<file path="config.mk">
export PLATFORM = sky130hd
export DESIGN_NAME = arith_engine
export DESIGN_NICKNAME = d
export VERILOG_FILES = /design/src/rtl/arith_engine.sv
export SDC_FILE = /design/constraint.sdc
export NUM_CORES = 1
export LEC_CHECK = 0
export CAP_MARGIN = 15
export CORE_ASPECT_RATIO = 0.6
export CORE_MARGIN = 2
export CORE_UTILIZATION = 35
export DETAILED_ROUTE_END_ITERATION = 6
export DONT_BUFFER_PORTS = 1
export GPL_ROUTABILITY_DRIVEN = 0
export SYNTH_ARGS = -nofsm -noshare
export SYNTH_HDL_FRONTEND = slang
export SYNTH_SLANG_ARGS = --single-unit
</file>
<file path="constraint.sdc">
create_clock -name clk -period 4.8 [get_ports clk]
set_input_delay 0.48 -clock clk [delete_from_list [all_inputs] [get_ports clk]]
set_output_delay 0.48 -clock clk [all_outputs]
set_load 0.01 [all_outputs]
</file>
<file path="src/rtl/arith_engine.sv">
// Single-channel ADD/SUB/MUL engine with valid/ready handshakes on both sides.
// MUL is an iterative shift-add, one partial product per cycle, LSB of B first.
module arith_engine #(
    parameter int WIDTH = 4
) (
    input  logic               clk,
    input  logic               rst,
    input  logic               in_valid,
    output logic               in_ready,
    input  logic [1:0]         in_op,
    input  logic [WIDTH-1:0]   in_a,
    input  logic [WIDTH-1:0]   in_b,
    output logic               out_valid,
    input  logic               out_ready,
    output logic [2*WIDTH-1:0] out_result,
    output logic [1:0]         out_op,
    output logic               out_err,
    output logic               busy
);
    // state | meaning
    // IDLE  | waiting for an operand/op; only state with in_ready high
    // CALC  | MUL in progress, one partial product per cycle for WIDTH cycles
    // DONE  | first cycle forms the result, then holds it until out_ready

    localparam int CW = $clog2(WIDTH + 1);
    localparam int RW = 2 * WIDTH;

    localparam logic [1:0] OP_ADD = 2'b00;
    localparam logic [1:0] OP_SUB = 2'b01;
    localparam logic [1:0] OP_MUL = 2'b10;

    typedef enum logic [1:0] {IDLE, CALC, DONE} state_t;

    state_t           state;
    logic [1:0]       op_q;
    logic [WIDTH-1:0] a_q;
    logic [WIDTH-1:0] b_q;
    logic [RW-1:0]    a_shift;
    logic [RW-1:0]    acc;
    logic [CW-1:0]    cnt;

    assign in_ready = (state == IDLE);
    assign busy     = (state != IDLE);

    always_ff @(posedge clk) begin
        if (rst) begin
            state      <= IDLE;
            op_q       <= '0;
            a_q        <= '0;
            b_q        <= '0;
            a_shift    <= '0;
            acc        <= '0;
            cnt        <= '0;
            out_valid  <= 1'b0;
            out_result <= '0;
            out_op     <= '0;
            out_err    <= 1'b0;
        end else begin
            case (state)
                IDLE: begin
                    if (in_valid) begin
                        op_q    <= in_op;
                        a_q     <= in_a;
                        b_q     <= in_b;
                        a_shift <= {{WIDTH{1'b0}}, in_a};
                        acc     <= '0;
                        cnt     <= CW'(WIDTH);
                        state   <= (in_op == OP_MUL) ? CALC : DONE;
                    end
                end
                CALC: begin
                    // b_q is consumed LSB first; cnt==1 marks the final iteration
                    if (b_q[0]) begin
                        acc <= acc + a_shift;
                    end
                    a_shift <= a_shift << 1;
                    b_q     <= b_q >> 1;
                    cnt     <= cnt - 1'b1;
                    if (cnt == CW'(1)) begin
                        state <= DONE;
                    end
                end
                DONE: begin
                    if (!out_valid) begin
                        out_valid <= 1'b1;
                        out_op    <= op_q;
                        out_err   <= 1'b0;
                        case (op_q)
                            OP_ADD:  out_result <= RW'(a_q) + RW'(b_q);
                            OP_SUB:  out_result <= RW'(a_q) - RW'(b_q);
                            OP_MUL:  out_result <= acc;
                            default: begin
                                out_result <= '0;
                                out_err    <= 1'b1;
                            end
                        endcase
                    end else if (out_ready) begin
                        out_valid <= 1'b0;
                        state     <= IDLE;
                    end
                end
                default: state <= IDLE;
            endcase
        end
    end
endmodule

</file>
Word level (Yosys, flattened, before mapping)
Index checks and enable logic that the tools add are counted.

Input bits: 14. Output and inout port bits: 14. Bits in registers: 43.

Bitwise gates (word level): 1. $add $sub $neg: 4. Equal/unequal tests: 11. Reduce and logical (&&, ||, !) cells: 10. Mux-type cells: 19.

Operator list (count): $pmux W8 S2 (2); $mux W8 (3); $pmux W8 S3 (1); $mux W2 (5); $ne A2 B2 Y1 const B (5); $add A8 B8 Y8 (1); $pmux W4 S2 (1); $eq A2 B2 Y1 const B (3); $pmux W2 S3 (1); $pmux W3 S2 (1); $reduce_and A2 Y1 (3); $add A4 B4 Y5 (1); $sub A4 B4 Y5 (1); $eq A2 B1 Y1 const B (2); $logic_not A2 Y1 (2); $mux W4 (1); $reduce_and A4 Y1 (1); $reduce_bool A2 Y1 (2); $eq A3 B1 Y1 const B (1); $mux W1 (3); $mux W3 (1); $reduce_and A3 Y1 (1); $reduce_or A3 Y1 (1); $sub A3 B1 Y3 const B (1); $not A1 Y1 (1).

Logic depth before layout (Yosys ltp)
Depth after elaboration: 4. Mapped depth: 9. Mapped depth without buffers: 9.

Least setup slack after synthesis
No wires, ideal clock.

Path type: reg-to-reg. Start: register a_shift[2]. End: register acc[7]. Library setup time: 0.123 ns. Cell stages (with the launch flop): 7. Path slack: 2.846 ns. Path buffers: 0. Data arrival time: 1.831 ns. Required time: 4.677 ns. Cell sequence: dfxtp_1 ha_1 o21ai_0 nor3_1 or4_1 o211ai_1 mux2_1.

Longest elaborated chain between the ends: 3.

RTL lines: start: declaration (line 38) `logic [RW-1:0] a_shift;`; start signal: assignment (line 65) `a_shift <= {{WIDTH{1'b0}}, in_a};`; start signal: assignment (line 76) `a_shift <= a_shift << 1;`; $add A8 B8 Y8 (line 74) `acc <= acc + a_shift;`; $mux W8 (line 73) `if (b_q[0]) begin`; $pmux W8 S2 (line 59) `case (state)`; end signal: assignment (line 74); end: declaration (line 39) `logic [RW-1:0] acc;`.

No other way between the ends. The select of a mux whose other input is x is not followed. A chain may end at the register's enable or synchronous reset.

Worst setup path in the final report
Same ends and word-level chain as after synthesis.

==> qor.yml <==
status: "complete, no violations"
report.final.slew_viol_count: 0
setup_viol: 0
r2r-start: "a_shift[2]"
ir_worst_vdd_mv: 0.128
placedCellCount: 352
drtIter0Drc: 94
synth_enable_flop_cells: 0
p_leak_uw: 0.000923
io_buffer_count: 0
dr.pass1.iters: 4
clock-root-buffer: "clkbuf_8"
drtAntennaViolNets: 0
syn_area_um2: 2290
finalHoldViolations: 0
p_sw_uw: 233
hold_buffers: 0
yosys.cell_types.count: 46
pre_cts_ws_ps: 2730
clkSinkCount: 43
clock_latency_ps: 310
ctsResizeCount: 0
post-route-period-util_pct: 43.8
drt_wl_total_mm: 5.42
postSynthCellCount: 282
cp.arrival_ps: 2300
finalNonFillerCells: 360
start_util_pct: 36.8
hold_path.class: "in2reg"
chipWidth_um: 108
cts_tree: "done"
num_io_pins: 28
end_kind: "flop"
vias: 1907
synth_seq_cells: 43
slew_headroom_pct: 40.6
clock_path_buffers: 2
ff2ff_path_depth: 6
dieHeight_um: 66.7
grt_overflow: 0
post_cts_buffers: 0
clk_pin_slew_ps: 80
grt_usage_pct: 17.0
drt-wirelength-per-cell_um: 15.0
syn_avg_cell_area_um2: 8.12
max_freq_mhz: 476
fin_nets: 309
ys_seq_area_share_pct: 37.6
critPathLaunchType: "flop"
fin_crit_ps: 2100
crit_fanout: 4
sw_frac_of_total_pct: 29.5
intPower_uw: 558
post-dp-hpwl_mm: 4.01
drv_cap: 0
hold_path.startpoint: "rst"
rr_endpoint: "acc[7]"
grt_max_degree: 48
layout-drive-gt1-share_pct: 3.99
die_area_um2: 7230
p_per_area_nw_per_um2: 325
criticalPathCategory: "reg2reg"
holdPathStages: 1
rsz0062_at_grt: "no"
tightest_slew_ps: 887
finClkSkew_ps: 7.18
p_clk_share_pct: 32.9
area_growth_pct: 6.23
via_per_inst: 5.30
synth_nets: 316
power_frac_comb_pct: 15.0
async_flop_share_pct: 0
r2r_setup_slack_ps: 2700
grt_pass1_wl_mm: 9.29
row_count: 22
synthFlopType: "dfxtp_1"
seqPwrFrac_pct: 52.0
fin_tns_setup_ps: 0
cts_buffers: 5
core_um2: 6220
yosys_warnings: 0
antenna_found_initial: 0
power_uw: 791
grt_pass1_vias: 1814
whs_endpoint: "a_shift[6]"
diodes: 0
drc: 0
timing.final.ws_setup_ps: 2700
ctsHtreeMaxLevel: 2
critPathRequiredTime_ps: 5000
-- cell families (layout without fill, tap and decap cells) --
family,after synthesis,in the layout,share of synthesized area (%)
and+or+nand+nor,110,110,21.7
AOI/OAI and AO/OA,72,72,20.3
DFF,43,43,37.6
buffers and inverters,29,23,5.19
adders and majority gates,20,20,11.9
xor gates and xnor gates,5,5,1.91
muxes,3,3,1.37
-- area by class of cell --
type                    instances  area [um^2]
clock buffers                   8          100
fillers                       664         3790
inverters                      15         56.3
multi-input cells             210         1310
flip-flops and latches         43          861
well taps                      84          105
-- registers in the layout, summed over array words and instances, names as in the netlist --
register    count
out_result      8
a_q             4
out_valid       1
op_q            2
a_shift         8
state           2
cnt             3
out_op          2
acc             8
b_q             4
out_err         1
-- worst max-delay path by stage --
stage / from / to / slack (ps) / cells past startpoint
finish: a_shift[2] / acc[7] / 2700 / 6
global route: state[0] / acc[7] / 2530 / 4
detailed placement: a_shift[2] / acc[7] / 2730 / 6
global placement: a_shift[2] / acc[7] / 2750 / 6
CTS: a_shift[2] / acc[7] / 2710 / 6
floorplan: a_shift[2] / acc[7] / 2850 / 6
-- cells in the mapped netlist, types with 2 or more instances --
master    number  area, um^2
a211oi_1       8        60.1
a21o_1         3        22.5
a21oi_1       28         140
a22oi_1        4        30.0
a311oi_1       3        26.3
a31oi_1        7        43.8
and3_1         2        12.5
buf_2          2        10.0
clkbuf_1      10        37.5
dfxtp_1       43         861
fa_1           3        60.1
ha_1          17         213
inv_1         15        56.3
mux2i_1        2        20.0
nand2_1       45         169
nand2b_1       4        25.0
nand3_1        8        40.0
nand3b_1       2        15.0
nor2_1        31         116
nor2b_1        4        25.0
nor3_1         3        15.0
o21ai_0        7        35.0
o221ai_1       2        17.5
or2_2          2        12.5
or3_1          2        12.5
or4_1          2        15.0
xnor2_1        4        35.0
-- through the flow --
stage	utilization, %	cell area (um^2)	hold WS, ps
after floorplan	-	2290	449
after global placement	37.5	2330	465
after detailed placement	37.5	2330	467
after CTS	39.1	2430	220
after global routing	39.1	2430	220
final	39.1	2430	233
-- layer usage --
layer / vias to the layer above / global-route usage, % / part of all wire (%)
met2: 53 / 22.8 / 36
met4: 0 / 4.81 / 1.1
li1: 975 / - / -
met5: - / 0 / 0
met3: 5 / 5.19 / 7.6
met1: 874 / 25.5 / 55
-- worst max-delay path: stages (launching register included) --
cell	delay (ps)
dfxtp_1	340
ha_1	350
o21ai_0	280
nor3_1	110
or4_1	470
o211ai_1	100
mux2_1	330
-- power by group through the flow --
stage               logic (uW)  clock network, uW  registers (uW)
finish                     119                260             412
global route               137                282             417
CTS                        120                266             412
detailed placement         119                  0             420
global placement           117                  0             419
floorplan                  104                  0             408
-- placed cells by master, fill, tap and decap left out, types with 2 or more instances in the layout --
cell type / n
a211oi_1: 8
a21o_1: 3
a21oi_1: 28
a22oi_1: 4
a311oi_1: 3
a31oi_1: 7
and3_1: 2
clkbuf_8: 7
dfxtp_1: 43
fa_1: 3
ha_1: 17
inv_1: 15
mux2i_1: 2
nand2_1: 45
nand2b_1: 4
nand3_1: 8
nand3b_1: 2
nor2_1: 31
nor2b_1: 4
nor3_1: 3
o21ai_0: 7
o221ai_1: 2
or2_2: 2
or3_1: 2
or4_1: 2
xnor2_1: 4
No activity file was read; power rests on OpenSTA's default activity.
